**config.mk**
```make
export PLATFORM = sky130hd
export DESIGN_NAME = sprite_draw_ctrl
export DESIGN_NICKNAME = d
export VERILOG_FILES = /design/src/rtl/sprite_draw_ctrl.sv
export SDC_FILE = /design/constraint.sdc
export NUM_CORES = 1
export LEC_CHECK = 0
export BUFFER_PORTS_ARGS = -buffer_cell sky130_fd_sc_hd__buf_2
export CAP_MARGIN = 30
export CORE_AREA = 8 8 149 81
export CTS_CLUSTER_DIAMETER = 120
export DETAILED_ROUTE_END_ITERATION = 6
export DIE_AREA = 0 0 157 89
export PLACE_DENSITY = 0.61
export SLEW_MARGIN = 30
export SYNTH_ARGS = -nofsm -noshare
export SYNTH_HDL_FRONTEND = slang
export SYNTH_SLANG_ARGS = --single-unit
```
**constraint.sdc**
```tcl
create_clock -name clk -period 7.3 [get_ports clk]
set_input_delay 1.46 -clock clk [delete_from_list [all_inputs] [get_ports clk]]
set_output_delay 1.46 -clock clk [all_outputs]
set_load 0.03 [all_outputs]
```
**src/rtl/sprite_draw_ctrl.sv**
```systemverilog
// Raster-sweep draw sequencer: on start it captures a box origin and image source,
// then walks the box one pixel per clock, producing coordinates, a plot strobe and an image address.
module sprite_draw_ctrl #(
    parameter int SPR_W = 40,
    parameter int SPR_H = 40,
    parameter int SCR_W = 160,
    parameter int SCR_H = 120
) (
    input  logic        clk,
    input  logic        reset,
    input  logic        start,
    input  logic        fullScreen,
    input  logic [7:0]  xOrigin,
    input  logic [6:0]  yOrigin,
    input  logic [4:0]  memSelIn,
    input  logic        blackIn,
    output logic        busy,
    output logic        done,
    output logic        plot,
    output logic [7:0]  x,
    output logic [6:0]  y,
    output logic [14:0] addr,
    output logic [4:0]  memorySel,
    output logic        black
);

    localparam logic [7:0] SPR_W_BOX = 8'(SPR_W);
    localparam logic [6:0] SPR_H_BOX = 7'(SPR_H);
    localparam logic [7:0] SCR_W_BOX = 8'(SCR_W);
    localparam logic [6:0] SCR_H_BOX = 7'(SCR_H);
    localparam logic [8:0] SCR_W_LIM = 9'(SCR_W);
    localparam logic [7:0] SCR_H_LIM = 8'(SCR_H);

    typedef enum logic [1:0] {
        IDLE = 2'd0,
        LOAD = 2'd1,
        DRAW = 2'd2,
        DONE = 2'd3
    } state_t;

    state_t      state_r;
    logic [7:0]  ox_r;
    logic [6:0]  oy_r;
    logic        full_r;
    logic [7:0]  cx_r;
    logic [6:0]  cy_r;
    logic        plot_r;

    logic [7:0]  box_w_s;
    logic [6:0]  box_h_s;
    logic        last_col_s;
    logic        last_row_s;
    logic [7:0]  next_cx_s;
    logic [6:0]  next_cy_s;
    logic [8:0]  x_sum_s;
    logic [7:0]  y_sum_s;

    // Sums are one bit wider than the ports so an origin+offset overflow clips instead of wrapping.
    function automatic logic on_screen(input logic [8:0] xs, input logic [7:0] ys);
        return (xs < SCR_W_LIM) && (ys < SCR_H_LIM);
    endfunction

    // Box size, raster-order step, and the screen position of the next pixel.
    always_comb begin
        box_w_s    = SPR_W_BOX;
        box_h_s    = SPR_H_BOX;
        next_cx_s  = 8'd0;
        next_cy_s  = 7'd0;
        if (full_r) begin
            box_w_s = SCR_W_BOX;
            box_h_s = SCR_H_BOX;
        end else begin
            box_w_s = SPR_W_BOX;
            box_h_s = SPR_H_BOX;
        end
        last_col_s = (cx_r == (box_w_s - 8'd1));
        last_row_s = (cy_r == (box_h_s - 7'd1));
        if (state_r == LOAD) begin
            next_cx_s = 8'd0;
            next_cy_s = 7'd0;
        end else if (last_col_s) begin
            next_cx_s = 8'd0;
            next_cy_s = cy_r + 7'd1;
        end else begin
            next_cx_s = cx_r + 8'd1;
            next_cy_s = cy_r;
        end
        x_sum_s = {1'b0, ox_r} + {1'b0, next_cx_s};
        y_sum_s = {1'b0, oy_r} + {1'b0, next_cy_s};
    end

    // Sequencer state, captured draw parameters and registered pixel outputs.
    always_ff @(posedge clk) begin
        if (reset) begin
            state_r   <= IDLE;
            ox_r      <= 8'd0;
            oy_r      <= 7'd0;
            full_r    <= 1'b0;
            cx_r      <= 8'd0;
            cy_r      <= 7'd0;
            plot_r    <= 1'b0;
            busy      <= 1'b0;
            done      <= 1'b0;
            x         <= 8'd0;
            y         <= 7'd0;
            addr      <= 15'd0;
            memorySel <= 5'd0;
            black     <= 1'b0;
        end else begin
            case (state_r)
                IDLE: begin
                    done <= 1'b0;
                    if (start) begin
                        ox_r      <= fullScreen ? 8'd0 : xOrigin;
                        oy_r      <= fullScreen ? 7'd0 : yOrigin;
                        full_r    <= fullScreen;
                        memorySel <= memSelIn;
                        black     <= blackIn;
                        busy      <= 1'b1;
                        state_r   <= LOAD;
                    end else begin
                        state_r   <= IDLE;
                    end
                end
                LOAD: begin
                    cx_r    <= next_cx_s;
                    cy_r    <= next_cy_s;
                    x       <= x_sum_s[7:0];
                    y       <= y_sum_s[6:0];
                    addr    <= 15'd0;
                    plot_r  <= on_screen(x_sum_s, y_sum_s);
                    state_r <= DRAW;
                end
                DRAW: begin
                    if (last_col_s && last_row_s) begin
                        plot_r  <= 1'b0;
                        busy    <= 1'b0;
                        done    <= 1'b1;
                        state_r <= DONE;
                    end else begin
                        // Clipped pixels still advance the address so image rows stay aligned.
                        cx_r    <= next_cx_s;
                        cy_r    <= next_cy_s;
                        x       <= x_sum_s[7:0];
                        y       <= y_sum_s[6:0];
                        addr    <= addr + 15'd1;
                        plot_r  <= on_screen(x_sum_s, y_sum_s);
                        state_r <= DRAW;
                    end
                end
                DONE: begin
                    done    <= 1'b0;
                    state_r <= IDLE;
                end
                default: begin
                    plot_r  <= 1'b0;
                    busy    <= 1'b0;
                    done    <= 1'b0;
                    state_r <= IDLE;
                end
            endcase
        end
    end

    // Reset suppresses the pixel strobe in the same cycle it is asserted.
    assign plot = plot_r & ~reset;

endmodule

```
==> results of run 1 <==
==> power groups by stage <==
stage | registers [µW] | logic (µW) | clock network [µW]
3_5_place_dp | 426 | 128 | 0
4_1_cts | 417 | 130 | 485
3_3_place_gp | 425 | 127 | 0
2_1_floorplan | 439 | 78.9 | 0
5_1_grt | 419 | 144 | 504
6_report | 417 | 128 | 474
==> per-stage QoR <==
stage	cells	total power (µW)	hold slack, ps	setup WS (ps)
floorplan	473	518	433	3580
global placement	654	552	439	3410
detailed placement	654	554	445	3390
CTS	670	1030	453	3380
global route	670	1070	472	3190
finish	670	1020	451	3380
==> path summary, 6_finish.rpt <==
check / from / end / slack, ps / depth (start not counted)
worst min-delay path: x[5] / x[5] / 450 / 2
worst max register to register: cx_r[5] / plot_r / 3380 / 12
worst min register to register: x[5] / x[5] / 450 / 2
worst max-delay path: cx_r[5] / plot_r / 3380 / 12
==> cell usage after synthesis, types with 6 or more instances <==
master / n
nand2_1: 80
or3_1: 7
clkbuf_1: 15
a211oi_1: 6
nor2_1: 40
xnor2_1: 18
xor2_1: 11
nand3b_1: 19
nand3_1: 6
a21oi_1: 63
nand4_1: 13
dfxtp_1: 72
nor2b_1: 7
o21ai_0: 24
ha_1: 21
inv_1: 8
and3_1: 7
==> layout make-up <==
cell class | count | area share [%]
multi-input combinational | 368 | 49.8
sequential | 72 | 31.4
timing repair buffer | 66 | 7.36
clock buffer | 9 | 4.91
tap | 140 | 3.82
clock inverter | 7 | 2.07
inverter | 8 | 0.654
==> flip-flops by register name, summed over array words and instances, names as in the netlist, 2 cells and up <==
register / count
y: 7
oy_r: 7
cy_r: 7
state_r: 2
memorySel: 5
cx_r: 8
addr: 15
x: 8
ox_r: 8
==> cells in the final DEF (no fill, tap or decap), types with 2 or more instances in the layout <==
cell type  netlist  routed
clkbuf_16        0       9
ha_1            21      21
buf_4            0       3
o21bai_1         5       4
nor3_1           3       3
o21ai_0         24      24
o211ai_1         2       2
nor4b_1          2       2
mux2i_1          3       3
nor4_1           3       3
nand2_1         80      80
and2_2           1       2
nor2b_1          7       7
fa_1             2       2
nand3b_1        19      19
clkinv_2         0       2
xor2_1          11      11
a21oi_1         63      63
nor2_1          40      40
bufinv_16        0       2
nand4_1         13      13
inv_1            8       8
a211oi_1         6       6
xnor2_1         18      18
a21o_1           3       3
or3_1            7       7
dfxtp_1         72      72
and3_1           7       7
nand3_1          6       6
buf_2            5      63
==> critical path, cell delays in order (launching register included) <==
cell and delay, ps:
dfxtp_1 420, or4b_4 520, a2111o_4 580, or2b_2 320, nor2_1 70, ha_1 220
fa_1 430, a211oi_1 350, o21bai_1 120, a21oi_1 240, xnor2_1 170, o21ai_0 120
a32o_1 260
==> per-layer routing <==
layer / share of wire [%] / vias up
met4: 1.1 / 0
met1: 51 / 1614
met3: 7.1 / 9
li1: - / 1763
met5: 0 / -
met2: 41 / 94
==> logic make-up (layout without fill, tap and decap cells) <==
kind of cell	count (synthesis)	after routing
DFF	72	72
AOI/OAI and AO/OA	115	115
xor gates and xnor gates	29	29
and+or+nand+nor	197	197
buffers and inverters	33	90
muxes	4	4
adders and majority gates	23	23
==> results.cfg, run 1 <==
[sta]
fin_skew_ps = 6.09
worstMarginPinSlew_ps = 844
relSlewSlack_pct = 43.6
setup_viol = 0
period_share_pct = 53.7
max_freq_mhz = 255
fin_crit_ps = 3920
rsz0062_at_grt = false
timing_hold_violations_final = 0
final_max_slew_viol_count = 0
fin_setup_tns_ps = 0

[cts]
cts_buffer_depth = 2
cts_tree = done
clk-insertion-delay-late_ps = 340
ctsRootBufferMaster = clkbuf_16
h-tree-depth = 3
cts_sinks = 72
cts_resized = 0
postCtsSetupBuffers = 0
cts_buffers = 9
cts-hold-fix-buffers = 0
clk_pin_slew_ps = 60

[placement]
dpl_cell_area_um2 = 4260
gp_congestion = 0.811
dpl.hpwl_um = 7040
portBuffers = 63

[yosys]
synth.top_cell.area_share_pct = 37.0
synthSimpleGateAreaFrac_pct = 25.3
syn_area_per_cell_um2 = 8.23
synthAdderAreaFrac_pct = 7.78
syn_area_um2 = 3890
synthArstFlopShare_pct = 0
ys_types = 51
synth.area.mux_share_pct = 1.06
synth_area_leader_cell = dfxtp_1
postSynthCellCount = 473
synth_flop_cell = dfxtp_1
synth_area_leaders = dfxtp_1 (37%), a21oi_1 (8.1%), nand2_1 (7.7%)
synth_edf_count = 0
synth_xor_area_share_pct = 6.53
ys_warn_count = 0
synth_compound_area_share_pct = 17.9
synth_top_family_by_area = simple AND/OR/NAND/NOR gates
synth_nets = 521
ys_ff_latch = 72
seq_area_frac_synth_pct = 37.0

[cells_and_area]
fillers = 987
synthToLayoutAreaGrowth_pct = 17.9
fin_nets = 573
drive_gt1_share_pct = 18.3
regArea_um2 = 1440
post-route-util_pct = 46.3
antennaDiodeCount = 0
multi_input_area_um2 = 2280
final_area_um2 = 4590

[power_and_ir_drop]
internal_power_uw = 746
combPwrFrac_pct = 12.6
p_sw_share_pct = 26.8
p_sw_uw = 273
clockPowerShare_pct = 46.5
peakVddDrop_v = 0.000103
power_leakage_uw = 0.00186
pwr-share-seq_pct = 40.9
cellPowerDensity_nw_per_um2 = 222

[floorplan]
fp.dieArea_um2 = 14000
fp.dieH_um = 89
num_rows = 26
chipWidth_um = 157
initial_utilization_pct = 39.2
io_pins = 64
core_area_um2 = 9920

[global_route]
grt.busiest_layer = met2
grt_pass1_wl_um = 16600
grtUsageMet3_pct = 4.68
grt_overflow = 0
antenna_found_initial = 0
met1_usage_pct = 19.7
met2_usage_pct = 22.1
grt.total_usage_pct = 14.8
grt_max_degree = 63
first_global_vias = 3348

[detailed_routing]
vias = 3480
drt_iter0_markers = 293
first_pass_iters = 6
routed_wl_um = 9880
routedWlPerCell_um = 14.7
vias_per_cell = 5.19
ant_nets = 0
drc_errors = 0

[critical_path]
worst-setup-path-type = flop to flop
required_ps = 7530
crit_path_end_kind = flop
crit_fanout = 12
cp.arrival_ps = 4150
startpoint_type = flop

[flow_run]
cap_violations = 0

[run_status]
status = finished, final reports clean

[min_path]
hold_path.class = flop to flop
Power figures use the tool's default switching activity.
==> run 2: changes to the inputs <==
clock period = 3.7 ns   (was 7.3 ns; I/O delays follow)
==> run 2 against run 1 <==
Die area did not move. Sequential power is 98% higher. Cell area increased by 1.9%. Combinational power is 110% higher. Wire length grew 1.9%. Count of clock-buffer cells in the layout is 5 higher. Sequential cell count did not move. Worst setup slack worse by 3200 ps. Maximum frequency increased by 10%. Non-clock buffer count up 5. Register-to-register slack lost 3200 ps.
==> results.cfg, run 2 (synthesis gave the netlist of run 1 again) <==
[sta]
period_share_pct = 96.2
fin_crit_ps = 3560
worstMarginPinSlew_ps = 755
timing_hold_violations_final = 0
max_freq_mhz = 281
fin_skew_ps = 6.31
setup_viol = 0
final_max_slew_viol_count = 0
relSlewSlack_pct = 49.5

[critical_path]
required_ps = 3930
r2r-start = cx_r[7]
reg2reg_slack_ps = 140
r2r-end = plot_r
crit_fanout = 5
ff2ff_path_depth = 11
cp-startpoint = cx_r[7]
startpoint_type = flop
cp.arrival_ps = 3790
worst-setup-path-type = flop to flop
crit_path_end_kind = flop

[min_path]
whs_path_depth = 2
worstHoldStart = memorySel[2]
hold_path.class = flop to flop
min_to = memorySel[2]

[floorplan]
num_rows = 26
core_area_um2 = 9920
chipWidth_um = 157
fp.dieH_um = 89
io_pins = 64
fp.dieArea_um2 = 14000
initial_utilization_pct = 39.2

[cts]
cts_sinks = 72
clk-insertion-delay-late_ps = 340
clk_pin_slew_ps = 60
cts_tree = done
cts_buffers = 9
h-tree-depth = 3
cts_buffer_depth = 2
postCtsSetupBuffers = 0
ctsRootBufferMaster = clkbuf_16

[global_route]
grt_pass1_wl_um = 16700
grt_overflow = 0
antenna_found_initial = 0
grt.total_usage_pct = 14.9
grt_max_degree = 61
first_global_vias = 3412

[detailed_routing]
routedWlPerCell_um = 14.9
vias = 3504
routed_wl_um = 10100
first_pass_iters = 4
drc_errors = 0
drt_iter0_markers = 269
ant_nets = 0
vias_per_cell = 5.19

[cells_and_area]
fin_nets = 578
multi_input_area_um2 = 2320
largest_reg_flops = 15
post-route-util_pct = 47.1
drive_gt1_share_pct = 20.6
fillers = 999
synthToLayoutAreaGrowth_pct = 20.1
final_cell_mix = nand2_1 (80), dfxtp_1 (71), buf_2 (63), a21oi_1 (59), nor2_1 (40)
layout_commonest_cell = nand2_1
antennaDiodeCount = 0
final_area_um2 = 4670
top_register = addr
regArea_um2 = 1440

[power_and_ir_drop]
cellPowerDensity_nw_per_um2 = 429
peakVddDrop_v = 0.000239
power_leakage_uw = 0.00189

[placement]
dpl_cell_area_um2 = 4320
gp_congestion = 0.827
portBuffers = 63
dpl.hpwl_um = 7360

[run_status]
status = finished, final reports clean

[flow_run]
cap_violations = 0
[run 2: critical path, cell delays in order (launching register included)]
cell	delay (ps)
dfxtp_1	350
or4b_4	580
a2111o_4	510
or3_2	430
a21oi_2	180
ha_2	330
a21oi_4	200
o211ai_1	110
a21oi_1	180
xnor2_1	170
nand4_1	150
a32o_1	270
[run 2: what timing repair did]
| action | in CTS | in global routing |
|---|---|---|
| endpoints found under the setup margin | 0 | 2 |
| hold buffers | 0 | 0 |
| hold endpoints to repair | 0 | 0 |
| gates resized for setup | 0 | 10 |
[run 2: metal layers]
metal  wire length (µm)  global-route usage (%)  vias to the layer above
met3                732                    4.63                       16
met5                  0                       0                        -
met2               4100                    22.1                      112
met4                159                    5.37                        0
li1                   -                       -                     1769
met1               5080                    20.0                     1607
[run 2: worst max-delay path by stage]
stage              to  slack (ps)  depth (start not counted)
2_1_floorplan  plot_r          30                         14
3_3_place_gp   plot_r         120                         11
3_5_place_dp   plot_r          30                         11
4_1_cts        plot_r          20                         11
5_1_grt        plot_r          -6                         11
6_report       plot_r         140                         11
[run 2: area by class of cell]
class / count / area share [%]
clock buffer: 14 / 6.08
clock inverter: 2 / 0.749
inverter: 8 / 0.642
multi-input combinational: 368 / 49.6
sequential: 72 / 30.9
tap: 140 / 3.75
timing repair buffer: 71 / 8.30
[run 2: through the flow]
| stage | setup WS (ps) | hold slack (ps) | std cells | TNS, ps | total power (µW) |
|---|---|---|---|---|---|
| 3_3_place_gp | 120 | 439 | 659 | 0 | 1100 |
| 2_1_floorplan | 26.0 | 433 | 473 | 0 | 1020 |
| 4_1_cts | 21.2 | 455 | 675 | 0 | 2030 |
| 6_report | 140 | 453 | 675 | 0 | 2010 |
| 5_1_grt | -5.75 | 467 | 675 | -5.75 | 2100 |
| 3_5_place_dp | 34.6 | 443 | 659 | 0 | 1100 |
[run 2: power breakdown]
group	internal [µW]	switching (µW)
sequential	805	19.3
clock	594	322
combinational	84.0	180
total	1480	522
